File: config.mk
export PLATFORM = sky130hd
export DESIGN_NAME = ddr3_xfer_sched_flat
export DESIGN_NICKNAME = d
export VERILOG_FILES = /design/src/rtl/ddr3_xfer_sched_if.sv /design/src/rtl/ddr3_xfer_sched.sv /design/src/flat_wrapper.sv
export SDC_FILE = /design/constraint.sdc
export NUM_CORES = 1
export LEC_CHECK = 0
export ABC_CLOCK_PERIOD_IN_PS = 2760
export BUFFER_PORTS_ARGS = -buffer_cell sky130_fd_sc_hd__buf_2
export CAP_MARGIN = 30
export CORE_ASPECT_RATIO = 0.75
export CORE_MARGIN = 2
export CORE_UTILIZATION = 44
export DETAILED_ROUTE_END_ITERATION = 7
export PLACE_DENSITY = 0.85
export SYNTH_ARGS = -nofsm -noshare
export SYNTH_HDL_FRONTEND = slang
export SYNTH_SLANG_ARGS = --single-unit
export TNS_END_PERCENT = 5
File: constraint.sdc
create_clock -name ui_clk -period 2.76 [get_ports ui_clk]
set_clock_uncertainty 0.2 [all_clocks]
set_input_delay 0.138 -clock ui_clk [delete_from_list [all_inputs] [get_ports ui_clk]]
set_output_delay 0.138 -clock ui_clk [all_outputs]
set_load 0.05 [all_outputs]
File: src/rtl/ddr3_xfer_sched_if.sv
// ---------------------------------------------------------------------------
// ddr3_xfer_sched_if
//   Bundles every signal exchanged by the two-client DDR3 transfer scheduler.
//   The signals fall into three groups:
//     - Client side, one set per client (c0, c1):
//       req/wr/count/buf_addr/ddr3_addr go in; ack/done/fault come out.
//     - Engine side:
//       ibuf/obuf go, count and address go out; busy and fault come in.
//     - Status: PHY init done comes in; o_busy and o_owner go out.
//   Modports:
//     master : the scheduler itself.
//     slave  : whatever surrounds it (control logic, engine, testbench).
// ---------------------------------------------------------------------------
interface ddr3_xfer_sched_if #(
  parameter int BUF_DEPTH      = 10,
  parameter int MEM_ADDR_DEPTH = 28
);
  logic                      i_app_phy_init_done;

  logic                      i_c0_req;
  logic                      i_c0_wr;
  logic [BUF_DEPTH-1:0]      i_c0_count;
  logic [BUF_DEPTH-1:0]      i_c0_buf_addr;
  logic [MEM_ADDR_DEPTH-1:0] i_c0_ddr3_addr;
  logic                      o_c0_ack;
  logic                      o_c0_done;
  logic                      o_c0_fault;

  logic                      i_c1_req;
  logic                      i_c1_wr;
  logic [BUF_DEPTH-1:0]      i_c1_count;
  logic [BUF_DEPTH-1:0]      i_c1_buf_addr;
  logic [MEM_ADDR_DEPTH-1:0] i_c1_ddr3_addr;
  logic                      o_c1_ack;
  logic                      o_c1_done;
  logic                      o_c1_fault;

  logic                      o_ibuf_go;
  logic                      o_obuf_go;
  logic [BUF_DEPTH-1:0]      o_ibuf_count;
  logic [BUF_DEPTH-1:0]      o_obuf_count;
  logic [BUF_DEPTH-1:0]      o_ibuf_start_addrb;
  logic [BUF_DEPTH-1:0]      o_obuf_start_addra;
  logic [MEM_ADDR_DEPTH-1:0] o_ibuf_ddr3_addrb;
  logic [MEM_ADDR_DEPTH-1:0] o_obuf_ddr3_addra;
  logic                      i_ibuf_bsy;
  logic                      i_obuf_bsy;
  logic                      i_ibuf_ddr3_fault;
  logic                      i_obuf_ddr3_fault;

  logic                      o_busy;
  logic                      o_owner;

  modport master (
    input  i_app_phy_init_done,
    input  i_c0_req, i_c0_wr, i_c0_count, i_c0_buf_addr, i_c0_ddr3_addr,
    output o_c0_ack, o_c0_done, o_c0_fault,
    input  i_c1_req, i_c1_wr, i_c1_count, i_c1_buf_addr, i_c1_ddr3_addr,
    output o_c1_ack, o_c1_done, o_c1_fault,
    output o_ibuf_go, o_obuf_go, o_ibuf_count, o_obuf_count,
    output o_ibuf_start_addrb, o_obuf_start_addra,
    output o_ibuf_ddr3_addrb, o_obuf_ddr3_addra,
    input  i_ibuf_bsy, i_obuf_bsy, i_ibuf_ddr3_fault, i_obuf_ddr3_fault,
    output o_busy, o_owner
  );

  modport slave (
    output i_app_phy_init_done,
    output i_c0_req, i_c0_wr, i_c0_count, i_c0_buf_addr, i_c0_ddr3_addr,
    input  o_c0_ack, o_c0_done, o_c0_fault,
    output i_c1_req, i_c1_wr, i_c1_count, i_c1_buf_addr, i_c1_ddr3_addr,
    input  o_c1_ack, o_c1_done, o_c1_fault,
    input  o_ibuf_go, o_obuf_go, o_ibuf_count, o_obuf_count,
    input  o_ibuf_start_addrb, o_obuf_start_addra,
    input  o_ibuf_ddr3_addrb, o_obuf_ddr3_addra,
    output i_ibuf_bsy, i_obuf_bsy, i_ibuf_ddr3_fault, i_obuf_ddr3_fault,
    input  o_busy, o_owner
  );
endinterface

File: src/rtl/ddr3_xfer_sched.sv
// ---------------------------------------------------------------------------
// ddr3_xfer_sched
//   Two-client round-robin scheduler in front of the DDR3 transfer engine.
//   Each client requests either a buffer->DDR3 job (wr=1, ibuf lines) or a
//   DDR3->buffer job (wr=0, obuf lines). The scheduler:
//     - grants one job at a time and latches its parameters;
//     - pulses the matching engine go line;
//     - follows the engine busy handshake;
//     - reports done/fault back to the client that owned the job.
//   Ports:
//     ui_clk : clock, all logic on the rising edge
//     rst_n  : asynchronous active-low reset
//     bus    : ddr3_xfer_sched_if.master (client, engine and status signals)
// ---------------------------------------------------------------------------
module ddr3_xfer_sched #(
  parameter int BUF_DEPTH      = 10,
  parameter int MEM_ADDR_DEPTH = 28,
  parameter int START_TIMEOUT  = 16
) (
  input  logic               ui_clk,
  input  logic               rst_n,
  ddr3_xfer_sched_if.master  bus
);

  localparam int TMO_W = $clog2(START_TIMEOUT + 1);

  typedef enum logic [1:0] {
    IDLE     = 2'd0,
    ISSUE    = 2'd1,
    RUN      = 2'd2,
    COMPLETE = 2'd3
  } state_t;

  // Client inputs gathered into indexable form.
  logic [1:0]                req;
  logic [1:0]                wr;
  logic [BUF_DEPTH-1:0]      cnt      [2];
  logic [BUF_DEPTH-1:0]      buf_a    [2];
  logic [MEM_ADDR_DEPTH-1:0] ddr_a    [2];

  assign req      = {bus.i_c1_req, bus.i_c0_req};
  assign wr       = {bus.i_c1_wr,  bus.i_c0_wr};
  assign cnt[0]   = bus.i_c0_count;
  assign cnt[1]   = bus.i_c1_count;
  assign buf_a[0] = bus.i_c0_buf_addr;
  assign buf_a[1] = bus.i_c1_buf_addr;
  assign ddr_a[0] = bus.i_c0_ddr3_addr;
  assign ddr_a[1] = bus.i_c1_ddr3_addr;

  state_t                    state_reg,      state_next;
  logic                      owner_reg,      owner_next;
  logic                      last_owner_reg, last_owner_next;
  logic                      wr_reg,         wr_next;
  logic [BUF_DEPTH-1:0]      count_reg,      count_next;
  logic [BUF_DEPTH-1:0]      buf_addr_reg,   buf_addr_next;
  logic [MEM_ADDR_DEPTH-1:0] ddr3_addr_reg,  ddr3_addr_next;
  logic [TMO_W-1:0]          tmo_reg,        tmo_next;
  logic [1:0]                ack_reg,        ack_next;
  logic [1:0]                done_reg,       done_next;
  logic [1:0]                fault_reg,      fault_next;
  logic                      ibuf_go_reg,    ibuf_go_next;
  logic                      obuf_go_reg,    obuf_go_next;

  logic                      grant_sel;
  logic                      sel_bsy;
  logic                      sel_fault;
  logic [TMO_W-1:0]          tmo_inc;

  // State and output registers.
  always_ff @(posedge ui_clk or negedge rst_n) begin
    if (!rst_n) begin
      state_reg      <= IDLE;
      owner_reg      <= 1'b0;
      last_owner_reg <= 1'b1;   // client 0 wins the first tie
      wr_reg         <= 1'b0;
      count_reg      <= '0;
      buf_addr_reg   <= '0;
      ddr3_addr_reg  <= '0;
      tmo_reg        <= '0;
      ack_reg        <= '0;
      done_reg       <= '0;
      fault_reg      <= '0;
      ibuf_go_reg    <= 1'b0;
      obuf_go_reg    <= 1'b0;
    end else begin
      state_reg      <= state_next;
      owner_reg      <= owner_next;
      last_owner_reg <= last_owner_next;
      wr_reg         <= wr_next;
      count_reg      <= count_next;
      buf_addr_reg   <= buf_addr_next;
      ddr3_addr_reg  <= ddr3_addr_next;
      tmo_reg        <= tmo_next;
      ack_reg        <= ack_next;
      done_reg       <= done_next;
      fault_reg      <= fault_next;
      ibuf_go_reg    <= ibuf_go_next;
      obuf_go_reg    <= obuf_go_next;
    end
  end

  // Next-state and next-output logic.
  always_comb begin
    state_next      = state_reg;
    owner_next      = owner_reg;
    last_owner_next = last_owner_reg;
    wr_next         = wr_reg;
    count_next      = count_reg;
    buf_addr_next   = buf_addr_reg;
    ddr3_addr_next  = ddr3_addr_reg;
    tmo_next        = tmo_reg;
    ack_next        = '0;
    done_next       = '0;
    fault_next      = fault_reg;
    ibuf_go_next    = ibuf_go_reg;
    obuf_go_next    = obuf_go_reg;

    tmo_inc   = tmo_reg + TMO_W'(1);
    // Engine handshake of the direction the current job uses.
    sel_bsy   = wr_reg ? bus.i_ibuf_bsy        : bus.i_obuf_bsy;
    sel_fault = wr_reg ? bus.i_ibuf_ddr3_fault : bus.i_obuf_ddr3_fault;
    // Single requester wins outright; on a tie the client that did not own
    // the previous job wins.
    grant_sel = (req == 2'b11) ? ~last_owner_reg : req[1];

    case (state_reg)
      IDLE: begin
        if (bus.i_app_phy_init_done && (req != 2'b00)) begin
          owner_next            = grant_sel;
          ack_next[grant_sel]   = 1'b1;
          fault_next[grant_sel] = 1'b0;
          wr_next               = wr[grant_sel];
          count_next            = cnt[grant_sel];
          buf_addr_next         = buf_a[grant_sel];
          ddr3_addr_next        = ddr_a[grant_sel];
          tmo_next              = '0;
          if (cnt[grant_sel] == '0) begin
            // Nothing to move: skip the engine entirely.
            state_next = COMPLETE;
          end else begin
            state_next   = ISSUE;
            ibuf_go_next = wr[grant_sel];
            obuf_go_next = ~wr[grant_sel];
          end
        end
      end

      ISSUE: begin
        if (sel_bsy) begin
          ibuf_go_next = 1'b0;
          obuf_go_next = 1'b0;
          state_next   = RUN;
        end else begin
          tmo_next = tmo_inc;
          if (tmo_inc == TMO_W'(START_TIMEOUT)) begin
            // Engine never acknowledged the go strobe.
            ibuf_go_next          = 1'b0;
            obuf_go_next          = 1'b0;
            fault_next[owner_reg] = 1'b1;
            done_next[owner_reg]  = 1'b1;
            state_next            = COMPLETE;
          end
        end
      end

      RUN: begin
        if (!sel_bsy) begin
          fault_next[owner_reg] = sel_fault;
          done_next[owner_reg]  = 1'b1;
          state_next            = COMPLETE;
        end
      end

      COMPLETE: begin
        // Jobs arriving from ISSUE/RUN already have done showing this cycle.
        // A zero-count job arrives straight from IDLE, so it spends one more
        // cycle here to give its done pulse a cycle of its own after the ack.
        if (done_reg[owner_reg]) begin
          last_owner_next = owner_reg;
          state_next      = IDLE;
        end else begin
          done_next[owner_reg] = 1'b1;
        end
      end

      default: state_next = IDLE;
    endcase
  end

  // Outputs. The same latched job parameters feed both engine ports.
  assign bus.o_c0_ack           = ack_reg[0];
  assign bus.o_c1_ack           = ack_reg[1];
  assign bus.o_c0_done          = done_reg[0];
  assign bus.o_c1_done          = done_reg[1];
  assign bus.o_c0_fault         = fault_reg[0];
  assign bus.o_c1_fault         = fault_reg[1];
  assign bus.o_ibuf_go          = ibuf_go_reg;
  assign bus.o_obuf_go          = obuf_go_reg;
  assign bus.o_ibuf_count       = count_reg;
  assign bus.o_obuf_count       = count_reg;
  assign bus.o_ibuf_start_addrb = buf_addr_reg;
  assign bus.o_obuf_start_addra = buf_addr_reg;
  assign bus.o_ibuf_ddr3_addrb  = ddr3_addr_reg;
  assign bus.o_obuf_ddr3_addra  = ddr3_addr_reg;
  assign bus.o_busy             = (state_reg != IDLE);
  assign bus.o_owner            = owner_reg;

endmodule

File: src/flat_wrapper.sv
// flat-port wrapper written by rule: the top's interface ports become plain ports
module ddr3_xfer_sched_flat 
#(
  parameter int BUF_DEPTH      = 10,
  parameter int MEM_ADDR_DEPTH = 28,
  parameter int START_TIMEOUT  = 16
)
  (ui_clk, rst_n, bus_i_app_phy_init_done, bus_i_c0_req, bus_i_c0_wr, bus_i_c0_count, bus_i_c0_buf_addr, bus_i_c0_ddr3_addr, bus_o_c0_ack, bus_o_c0_done, bus_o_c0_fault, bus_i_c1_req, bus_i_c1_wr, bus_i_c1_count, bus_i_c1_buf_addr, bus_i_c1_ddr3_addr, bus_o_c1_ack, bus_o_c1_done, bus_o_c1_fault, bus_o_ibuf_go, bus_o_obuf_go, bus_o_ibuf_count, bus_o_obuf_count, bus_o_ibuf_start_addrb, bus_o_obuf_start_addra, bus_o_ibuf_ddr3_addrb, bus_o_obuf_ddr3_addra, bus_i_ibuf_bsy, bus_i_obuf_bsy, bus_i_ibuf_ddr3_fault, bus_i_obuf_ddr3_fault, bus_o_busy, bus_o_owner);
  ddr3_xfer_sched_if #(.BUF_DEPTH(BUF_DEPTH), .MEM_ADDR_DEPTH(MEM_ADDR_DEPTH)) bus_i ();
  input  logic ui_clk;
  input  logic rst_n;
  input wire logic [$bits(bus_i.i_app_phy_init_done)-1:0] bus_i_app_phy_init_done;
  input wire logic [$bits(bus_i.i_c0_req)-1:0] bus_i_c0_req;
  input wire logic [$bits(bus_i.i_c0_wr)-1:0] bus_i_c0_wr;
  input wire logic [$bits(bus_i.i_c0_count)-1:0] bus_i_c0_count;
  input wire logic [$bits(bus_i.i_c0_buf_addr)-1:0] bus_i_c0_buf_addr;
  input wire logic [$bits(bus_i.i_c0_ddr3_addr)-1:0] bus_i_c0_ddr3_addr;
  output wire logic [$bits(bus_i.o_c0_ack)-1:0] bus_o_c0_ack;
  output wire logic [$bits(bus_i.o_c0_done)-1:0] bus_o_c0_done;
  output wire logic [$bits(bus_i.o_c0_fault)-1:0] bus_o_c0_fault;
  input wire logic [$bits(bus_i.i_c1_req)-1:0] bus_i_c1_req;
  input wire logic [$bits(bus_i.i_c1_wr)-1:0] bus_i_c1_wr;
  input wire logic [$bits(bus_i.i_c1_count)-1:0] bus_i_c1_count;
  input wire logic [$bits(bus_i.i_c1_buf_addr)-1:0] bus_i_c1_buf_addr;
  input wire logic [$bits(bus_i.i_c1_ddr3_addr)-1:0] bus_i_c1_ddr3_addr;
  output wire logic [$bits(bus_i.o_c1_ack)-1:0] bus_o_c1_ack;
  output wire logic [$bits(bus_i.o_c1_done)-1:0] bus_o_c1_done;
  output wire logic [$bits(bus_i.o_c1_fault)-1:0] bus_o_c1_fault;
  output wire logic [$bits(bus_i.o_ibuf_go)-1:0] bus_o_ibuf_go;
  output wire logic [$bits(bus_i.o_obuf_go)-1:0] bus_o_obuf_go;
  output wire logic [$bits(bus_i.o_ibuf_count)-1:0] bus_o_ibuf_count;
  output wire logic [$bits(bus_i.o_obuf_count)-1:0] bus_o_obuf_count;
  output wire logic [$bits(bus_i.o_ibuf_start_addrb)-1:0] bus_o_ibuf_start_addrb;
  output wire logic [$bits(bus_i.o_obuf_start_addra)-1:0] bus_o_obuf_start_addra;
  output wire logic [$bits(bus_i.o_ibuf_ddr3_addrb)-1:0] bus_o_ibuf_ddr3_addrb;
  output wire logic [$bits(bus_i.o_obuf_ddr3_addra)-1:0] bus_o_obuf_ddr3_addra;
  input wire logic [$bits(bus_i.i_ibuf_bsy)-1:0] bus_i_ibuf_bsy;
  input wire logic [$bits(bus_i.i_obuf_bsy)-1:0] bus_i_obuf_bsy;
  input wire logic [$bits(bus_i.i_ibuf_ddr3_fault)-1:0] bus_i_ibuf_ddr3_fault;
  input wire logic [$bits(bus_i.i_obuf_ddr3_fault)-1:0] bus_i_obuf_ddr3_fault;
  output wire logic [$bits(bus_i.o_busy)-1:0] bus_o_busy;
  output wire logic [$bits(bus_i.o_owner)-1:0] bus_o_owner;
  assign bus_i.i_app_phy_init_done = bus_i_app_phy_init_done;
  assign bus_i.i_c0_req = bus_i_c0_req;
  assign bus_i.i_c0_wr = bus_i_c0_wr;
  assign bus_i.i_c0_count = bus_i_c0_count;
  assign bus_i.i_c0_buf_addr = bus_i_c0_buf_addr;
  assign bus_i.i_c0_ddr3_addr = bus_i_c0_ddr3_addr;
  assign bus_o_c0_ack = bus_i.o_c0_ack;
  assign bus_o_c0_done = bus_i.o_c0_done;
  assign bus_o_c0_fault = bus_i.o_c0_fault;
  assign bus_i.i_c1_req = bus_i_c1_req;
  assign bus_i.i_c1_wr = bus_i_c1_wr;
  assign bus_i.i_c1_count = bus_i_c1_count;
  assign bus_i.i_c1_buf_addr = bus_i_c1_buf_addr;
  assign bus_i.i_c1_ddr3_addr = bus_i_c1_ddr3_addr;
  assign bus_o_c1_ack = bus_i.o_c1_ack;
  assign bus_o_c1_done = bus_i.o_c1_done;
  assign bus_o_c1_fault = bus_i.o_c1_fault;
  assign bus_o_ibuf_go = bus_i.o_ibuf_go;
  assign bus_o_obuf_go = bus_i.o_obuf_go;
  assign bus_o_ibuf_count = bus_i.o_ibuf_count;
  assign bus_o_obuf_count = bus_i.o_obuf_count;
  assign bus_o_ibuf_start_addrb = bus_i.o_ibuf_start_addrb;
  assign bus_o_obuf_start_addra = bus_i.o_obuf_start_addra;
  assign bus_o_ibuf_ddr3_addrb = bus_i.o_ibuf_ddr3_addrb;
  assign bus_o_obuf_ddr3_addra = bus_i.o_obuf_ddr3_addra;
  assign bus_i.i_ibuf_bsy = bus_i_ibuf_bsy;
  assign bus_i.i_obuf_bsy = bus_i_obuf_bsy;
  assign bus_i.i_ibuf_ddr3_fault = bus_i_ibuf_ddr3_fault;
  assign bus_i.i_obuf_ddr3_fault = bus_i_obuf_ddr3_fault;
  assign bus_o_busy = bus_i.o_busy;
  assign bus_o_owner = bus_i.o_owner;
  ddr3_xfer_sched #(.BUF_DEPTH(BUF_DEPTH), .MEM_ADDR_DEPTH(MEM_ADDR_DEPTH), .START_TIMEOUT(START_TIMEOUT)) u_core (.ui_clk(ui_clk), .rst_n(rst_n), .bus(bus_i));
endmodule
==> results.py <==
metrics = {
    "detailed_routing": {
        "drt_pre_antenna_iters": 4,
        "wirelength_um": 12700,
        "detail_route.iter0.violations": 210,
        "via_per_inst": 5.16,
        "wl_per_cell_um": 16.9,
        "drc": 0,
        "postRouteAntennaNets": 0,
        "num_vias": 3859,
    },
    "sta": {
        "setup_ws_ns": 0.239,
        "hold-worst-slack_ns": 0.0484,
        "report.final.slew_viol_count": 0,
        "slew_headroom": 0.439,
        "rsz0062_at_grt": "false",
        "setup_violations": 0,
        "fmax_mhz": 397,
        "post-route-period-util": 0.913,
        "hold_viol_final": 0,
        "tns_ns": 0,
        "worstMarginPinSlew_ns": 0.841,
        "finalCriticalPeriod_ns": 2.52,
    },
    "cells_and_area": {
        "fillers": 552,
        "final_nets": 750,
        "syn2layout_area_growth_pct": 53.7,
        "largest_reg_flops": 28,
        "drive_gt1_frac": 0.373,
        "fin_util": 0.704,
        "diodes": 0,
    },
    "worst_setup_path": {
        "cpMaxStageDelayCell": "or2_4",
        "path_class": "reg -> reg",
        "critPathBufInv": 3,
        "worstPathArrival_ns": 2.58,
        "crit_path_end_kind": "flop",
        "start_kind": "flop",
        "cp_data_required_time_ns": 2.82,
        "critPathMaxStageDelay_ns": 0.70,
        "crit_family": "simple AND/OR/NAND/NOR gates",
        "cp_max_fo": 84,
        "cp_cell_sequence": "inv_1, ha_1, inv_2, or2_4, buf_4, nand2_1, o21ai_1",
    },
    "clock_tree": {
        "clk_path_buf_depth": 2,
        "cts_tree": "done",
        "cts_root_buf": "clkbuf_8",
        "cts_resized": 0,
        "clkSinkCount": 66,
        "post_cts_buffers": 0,
        "htreeDepth": 3,
        "path_clk_slew_ns": 0.08,
        "clock_latency_ns": 0.33,
        "numCtsBuffers": 9,
    },
    "global_route": {
        "grt_max_degree": 85,
        "grt_usage": 0.277,
        "grt_pass1_wl_um": 19700,
        "grt_remaining_overflow": 0,
        "antenna_found_initial": 0,
        "grt_pass1_vias": 4055,
    },
    "power": {
        "max-vdd-ir-drop_mv": 1.00,
        "p_leak_nw": 2.99,
        "power_frac_clock": 0.097,
        "pwr-share-comb": 0.655,
        "switchingPower_mw": 4.28,
        "netSwitchingFraction": 0.608,
        "power.share.sequential": 0.248,
        "power.density_nw_per_um2": 1250,
        "p_int_mw": 2.75,
    },
    "floorplan": {
        "rows": 28,
        "fp.coreArea_um2": 7990,
        "initial_core_util": 0.458,
        "die_h_um": 83.0,
        "ios": 213,
        "dieArea_um2": 9070,
        "die_w_um": 109,
    },
    "hold_path": {
        "hold_path.class": "in -> reg",
    },
    "synthesis": {
        "synthesis.instances": 377,
        "syn_area_um2": 3660,
        "yosys-top-cells-area": "dfrtp_1 44%, mux2i_1 14%, buf_4 10%",
        "ys_async_sr_fraction": 1.00,
        "yosysMostFrequentCell": "dfrtp_1",
        "synth-edff-count": 0,
        "yosysSeqAreaShare": 0.452,
        "synth_common_cells": "65 x dfrtp_1, 64 x nand2_1, 51 x mux2i_1",
        "synth_top_area_cell": "dfrtp_1",
        "syn_avg_cell_area_um2": 9.70,
        "ys.flop_type": "dfrtp_1",
        "ys_types": 47,
        "synth_top_area_frac": 0.445,
        "synth_warnings": 0,
        "syn_nets": 489,
        "synth_seq_cells": 66,
    },
    "run_status": {
        "outcome": "finished, final reports clean",
    },
    "placement": {
        "io_buffer_count": 212,
        "hpwl_um": 7440,
        "gp_congestion": 0.871,
        "preCtsSetupSlack_ns": 0.299,
    },
    "flow_run": {
        "cap_violations": 0,
    },
}
## worst register-to-register path: stages, from the launching register on
cell and delay, ns:
dfrtp_1 0.43, inv_1 0.09, ha_1 0.30, inv_2 0.14
or2_4 0.70, buf_4 0.37, nand2_1 0.10, o21ai_1 0.11
## power groups by stage
stage | clock network, mW | logic, mW | registers, mW
global route | 0.748 | 4.81 | 1.78
global placement | 0 | 4.32 | 1.72
CTS | 0.696 | 4.54 | 1.72
detailed placement | 0 | 4.40 | 1.74
finish | 0.684 | 4.60 | 1.74
floorplan | 0 | 2.55 | 2.97
## per-stage QoR
stage                     cells  power, mW  area [um2]
after floorplan             377       5.52        3660
after global placement      631       6.04        4450
after detailed placement    631       6.14        4450
after CTS                   748       6.96        5620
after global routing        748       7.34        5620
final                       748       7.03        5620
## kinds of logic after synthesis
kind of cell | count (synthesis) | share of synthesized area
flops | 66 | 0.452
compound gates | 78 | 0.124
buf+inv | 73 | 0.132
simple gates | 100 | 0.123
mux | 53 | 0.147
fa+ha+maj | 5 | 0.0171
xor+xnor | 2 | 0.00479
## cells in the final DEF, fill, tap and decap left out, drive strengths merged, types with 3 or more instances in the layout
cell and count:
clkinv 6, dfrtp 65, clkbuf 10, nor2 7, buf 217, nand3 5
dlygate4sd3 101, ha 5, o21ai 58, nand2 64, mux2i 51, nor4 7
a32o 3, inv 5, a21oi 4
## layer usage
layer | vias to the layer above | track usage | wire (um)
met3 | 59 | 0.0754 | 941
met4 | 0 | 0.143 | 585
met5 | - | 0 | 0
li1 | 1776 | - | -
met1 | 1821 | 0.288 | 4550
met2 | 203 | 0.501 | 6570
## final cells by class
class,instances,area (um2),share of cell area
clock buffer,10,128,0.0227
clock inverter,6,33.8,0.00601
inverter,5,18.8,0.00334
multi-input combinational,238,1540,0.273
sequential,66,1650,0.294
tap,105,131,0.0234
timing repair buffer,318,2120,0.377
## final timing paths
path | start | end | slack, ns | cells past startpoint
max | u_core.state_reg[0] | u_core.bus.o_ibuf_start_addrb[8] | 0.24 | 7
min | bus_i_obuf_bsy | u_core.done_reg[0] | 0.05 | 4
max reg2reg | u_core.state_reg[0] | u_core.bus.o_ibuf_start_addrb[8] | 0.24 | 7
min reg2reg | u_core.bus.o_obuf_go | u_core.bus.o_obuf_go | 0.30 | 1
max in group asynchronous | rst_n | u_core.bus.o_ibuf_count[9] | 1.48 | 3
min in group asynchronous | rst_n | u_core.bus.o_ibuf_ddr3_addrb[19] | 0.21 | 2
## timing repair
item | 4_1_cts | 5_1_grt
hold buffers | 101 | 0
setup endpoints to repair | 0 | 0
endpoints found under the hold margin | 78 | 0
Power figures use the tool's default switching activity.
